## src/rtl/full_sub.sv

```systemverilog
// Ripple-borrow full subtractor (a - b - c) with a registered copy of the result,
// a capture-valid flag and a saturating count of captured borrows.
module full_sub #(
    parameter int WIDTH = 1,
    parameter int CNT_W = 8
) (
    input  logic             clk,
    input  logic             rst,
    input  logic [WIDTH-1:0] a,
    input  logic [WIDTH-1:0] b,
    input  logic             c,
    input  logic             en,
    output logic [WIDTH-1:0] d,
    output logic             borrow,
    output logic [WIDTH-1:0] d_r,
    output logic             borrow_r,
    output logic             valid_r,
    output logic [CNT_W-1:0] borrow_cnt
);

    localparam logic [CNT_W-1:0] CNT_MAX = '1;

    logic [WIDTH:0] bin;

    assign bin[0] = c;

    // One full-subtractor cell per bit; each cell's borrow-out feeds the next bit.
    for (genvar i = 0; i < WIDTH; i++) begin : g_cell
        assign d[i]     = a[i] ^ b[i] ^ bin[i];
        assign bin[i+1] = (~a[i] & b[i]) | (~a[i] & bin[i]) | (b[i] & bin[i]);
    end

    assign borrow = bin[WIDTH];

    always_ff @(posedge clk) begin
        if (rst) begin
            d_r        <= '0;
            borrow_r   <= 1'b0;
            valid_r    <= 1'b0;
            borrow_cnt <= '0;
        end else if (en) begin
            d_r      <= d;
            borrow_r <= borrow;
            valid_r  <= 1'b1;
            // The counter sticks at all-ones rather than wrapping.
            if (borrow && (borrow_cnt != CNT_MAX)) begin
                borrow_cnt <= borrow_cnt + 1'b1;
            end
        end else begin
            valid_r <= 1'b0;
        end
    end

endmodule

```

## config.mk

```make
export PLATFORM = sky130hd
export DESIGN_NAME = full_sub
export DESIGN_NICKNAME = d
export VERILOG_FILES = /design/src/rtl/full_sub.sv
export SDC_FILE = /design/constraint.sdc
export NUM_CORES = 1
export LEC_CHECK = 0
export CAP_MARGIN = 10
export CORE_MARGIN = 5
export CORE_UTILIZATION = 36
export CTS_CLUSTER_DIAMETER = 50
export DETAILED_ROUTE_END_ITERATION = 7
export GPL_ROUTABILITY_DRIVEN = 0
export PLACE_DENSITY = 0.71
export SLEW_MARGIN = 10
export SYNTH_ARGS = -nofsm -noshare
export SYNTH_HDL_FRONTEND = slang
export SYNTH_SLANG_ARGS = --single-unit
export TNS_END_PERCENT = 50
```

## constraint.sdc

```tcl
create_clock -name clk -period 1.35 [get_ports clk]
set_input_delay 0.27 -clock clk [delete_from_list [all_inputs] [get_ports clk]]
set_output_delay 0.27 -clock clk [all_outputs]
set_load 0.01 [all_outputs]
```

==> results.tsv <==
stage	metric	value	unit
run_status	outcome	complete, but fails checks	
run_status	violations	setup timing	
worst_hold_path	hold_depth	3	
power_and_ir_drop	swShare	25.1	%
power_and_ir_drop	power	709	uW
timing	worst_slack	-7.49	ps
timing	finalCritPeriodShare	101	%
final_layout	final_cells	106	
drt	drt-vias-per-instance	4.95	
placed_design	numPortBuffers	18	
clocking	htreeDepth	1	
clocking	clk_pin_slew	70	ps
global_route	grt_pass1_vias	518	
clocking	cts_buffers	3	
synthesis	synth_top_family_by_area	simple AND/OR/NAND/NOR gates	
final_layout	synthToLayoutAreaGrowth	85.7	%
final_layout	n_antenna_cell	0	
global_route	grtUsageTotal	14.7	%
synthesis	yosys.area_share.simple	20.9	%
clocking	cts-root-buf	clkbuf_4	
clocking	clock_latency	280	ps
drt	drt_pass1_iterations	4	
worst_hold_path	worstHoldPathType	in -> reg	
worst_setup_path	r2r_setup_slack	30	ps
power_and_ir_drop	comb_power_share	19.0	%
timing	tightest_slew	244	ps
synthesis	yosys.area_share.adder	6.63	%
synthesis	yosys_warnings	0	
global_route	grt_pass1_wl	2150	um
worst_setup_path	path_class	in -> out	
clocking	cts_tree	yes	
die	chipWidth	46.9	um
placed_design	dpl.hpwl	985	um
final_layout	nFillCells	112	
clocking	postCtsHoldBufs	0	
synthesis	yosysTopAreaCell	dfxtp_1	
timing	rsz0062_at_grt	true	
clocking	cts.sink_count	11	
worst_setup_path	crit_fanout	2	
power_and_ir_drop	leakage	0.000407	uW
power_and_ir_drop	seqPwrFrac	48.5	%
final_layout	nNetsFinal	100	
drt	wl	1310	um
timing	fin_worst_skew	7.39	ps
drt	num_vias	525	
power_and_ir_drop	intPower	531	uW
placed_design	post-place-ws	-827	ps
synthesis	synthXorXnorAreaFrac	7.14	%
final_layout	multiInputGateArea	314	um^2
global_route	grt-ovfl-total	0	
synthesis	synth_cell_type_count	24	
timing	slew_violations	0	
final_layout	layout_commonest_cell	buf_4	
drt	antenna_left	0	
synthesis	postSynthAreaPerCell	9.43	um^2
global_route	grt_max_degree	8	
timing	fin_crit	1360	ps
global_route	grt_antenna_before_repair	0	
synthesis	ys_ff_latch	11	
worst_setup_path	worstSetupEndpointType	output pin	
worst_hold_path	holdPathEnd	d_r$_SDFFE_PP0P_	
placed_design	dpl.cell_count	100	
drt	drc_errors	0	
die	rows	13	
synthesis	synth_top_area_share	44.9	%
timing	relSlewSlack	83.5	%
drt	wl_per_cell	12.3	um
final_layout	final_cell_mix	17 x buf_4, 11 x dlygate4sd2_1, 7 x nor2_1, 7 x dfxtp_1	
clocking	clockBufferDepth	2	
worst_setup_path	arrival	1090	ps
worst_setup_path	start_kind	input port	
worst_setup_path	r2r-end	borrow_cnt[7]$_SDFFE_PP0P_	
worst_setup_path	required	1080	ps
timing	setup_tns	-7.49	ps
die	start_util	37.7	%
synthesis	seq_area_frac_synth	44.9	%
worst_setup_path	rr_startpoint	borrow_cnt[0]$_SDFFE_PP0P_	
power_and_ir_drop	irDropWorstVdd	0.655	mV
worst_setup_path	ff2ff_path_depth	5	
timing	fmax	737	MHz
job	maxCapViolCount	0	
final_layout	stdcell_area	911	um^2
power_and_ir_drop	switchingPower	178	uW
die	dieArea	2200	um^2
synthesis	synth-compound-area-share	14.0	%
final_layout	seq_area	228	um^2
drt	drt-initial-drc-count	7	
synthesis	muxShareOfSynthArea	4.08	%
synthesis	syn_inst	52	
synthesis	syn_nets	60	
synthesis	syn_area	490	um^2
die	fp.coreArea	1300	um^2
power_and_ir_drop	power_density	778	nW/um^2
die	io_pins	19	
power_and_ir_drop	clkPwrFrac	32.5	%
die	fp.dieH	46.9	um
timing	setup_viol	1	
timing	hold_viol_final	0	
worst_hold_path	hold_start	c	
final_layout	drive_gt1_share	44.0	%
synthesis	synthTopCellsByArea	dfxtp_1 45%, xor2_1 7.1%, nor2_1 6.1%, fa_1 4.1%, mux2i_1 4.1%	
placed_design	post_dp_cell_area	837	um^2
how the worst max path moves through the flow:
stage | startpoint | end | slack, ps
floorplan | a | borrow_cnt[7]$_SDFFE_PP0P_ | -20
global placement | a | d | -810
detailed placement | a | d | -830
CTS | c | d | -10
global route | a | d | -40
finish | a | d | -7
power by group through the flow:
stage	clock (uW)	combinational, uW	sequential (uW)
detailed placement	0	127	349
finish	231	135	343
global route	256	149	345
global placement	0	126	348
CTS	239	126	344
floorplan	0	37.5	354
final cells by class:
| type | count | area share (%) |
|---|---|---|
| well taps | 15 | 2.06 |
| repair buffers | 36 | 33.9 |
| inverters | 2 | 1.65 |
| multi-input cells | 38 | 34.5 |
| clock buffers | 4 | 2.88 |
| flip-flops and latches | 11 | 25.0 |
critical path, stage by stage:
cell and delay [ps]:
buf_8 80, inv_8 20, fa_2 560, inv_2 40
buf_6 110
layer usage:
| layer | GRT usage (%) | vias to the layer above | share of wire [%] |
|---|---|---|---|
| li1 | - | 263 | - |
| met1 | 17.8 | 239 | 45 |
| met2 | 22.5 | 18 | 44 |
| met3 | 3.07 | 5 | 7.4 |
| met4 | 11.6 | 0 | 3.4 |
| met5 | 0 | - | 0 |
through the flow:
stage / utilization, % / hold slack, ps
finish: 70.0 / 375
global route: 70.0 / 404
CTS: 68.9 / 372
detailed placement: 64.3 / 473
global placement: 64.3 / 461
floorplan: - / 342
logic make-up (layout without fill, tap and decap cells):
family                     count (synthesis)  after routing
DFF                                       11             11
xor gates and xnor gates                   4              4
muxes                                      2              2
adders and majority gates                  2              2
buffers and inverters                      3             42
and+or+nand+nor                           21             21
AOI/OAI and AO/OA                          9              9
cells in the mapped netlist:
cell type,n
nor2b_1,1
or3_1,1
nand3_1,1
clkbuf_1,1
and3_1,2
o21bai_1,1
o21ai_0,1
nand4_1,1
a31oi_1,1
fa_1,1
mux2i_1,2
inv_1,2
nand2b_1,1
nor4bb_1,1
nor3_1,1
nor2_1,8
nand2_1,4
o2111ai_1,2
ha_1,1
a211oi_1,1
dfxtp_1,11
o2111ai_2,1
a21oi_1,2
xor2_1,4
registers in the layout, summed over array words and instances (netlist names):
signal and flops:
borrow_cnt 8, borrow_r 1, d_r 1, valid_r 1
repair_timing:
item	4_1_cts	5_1_grt
resized for setup	47	5
setup buffers	2	0
gates cloned	0	0
pin swaps	4	2
endpoints found under the setup margin	21	4
(Power assumes the default switching activity.)
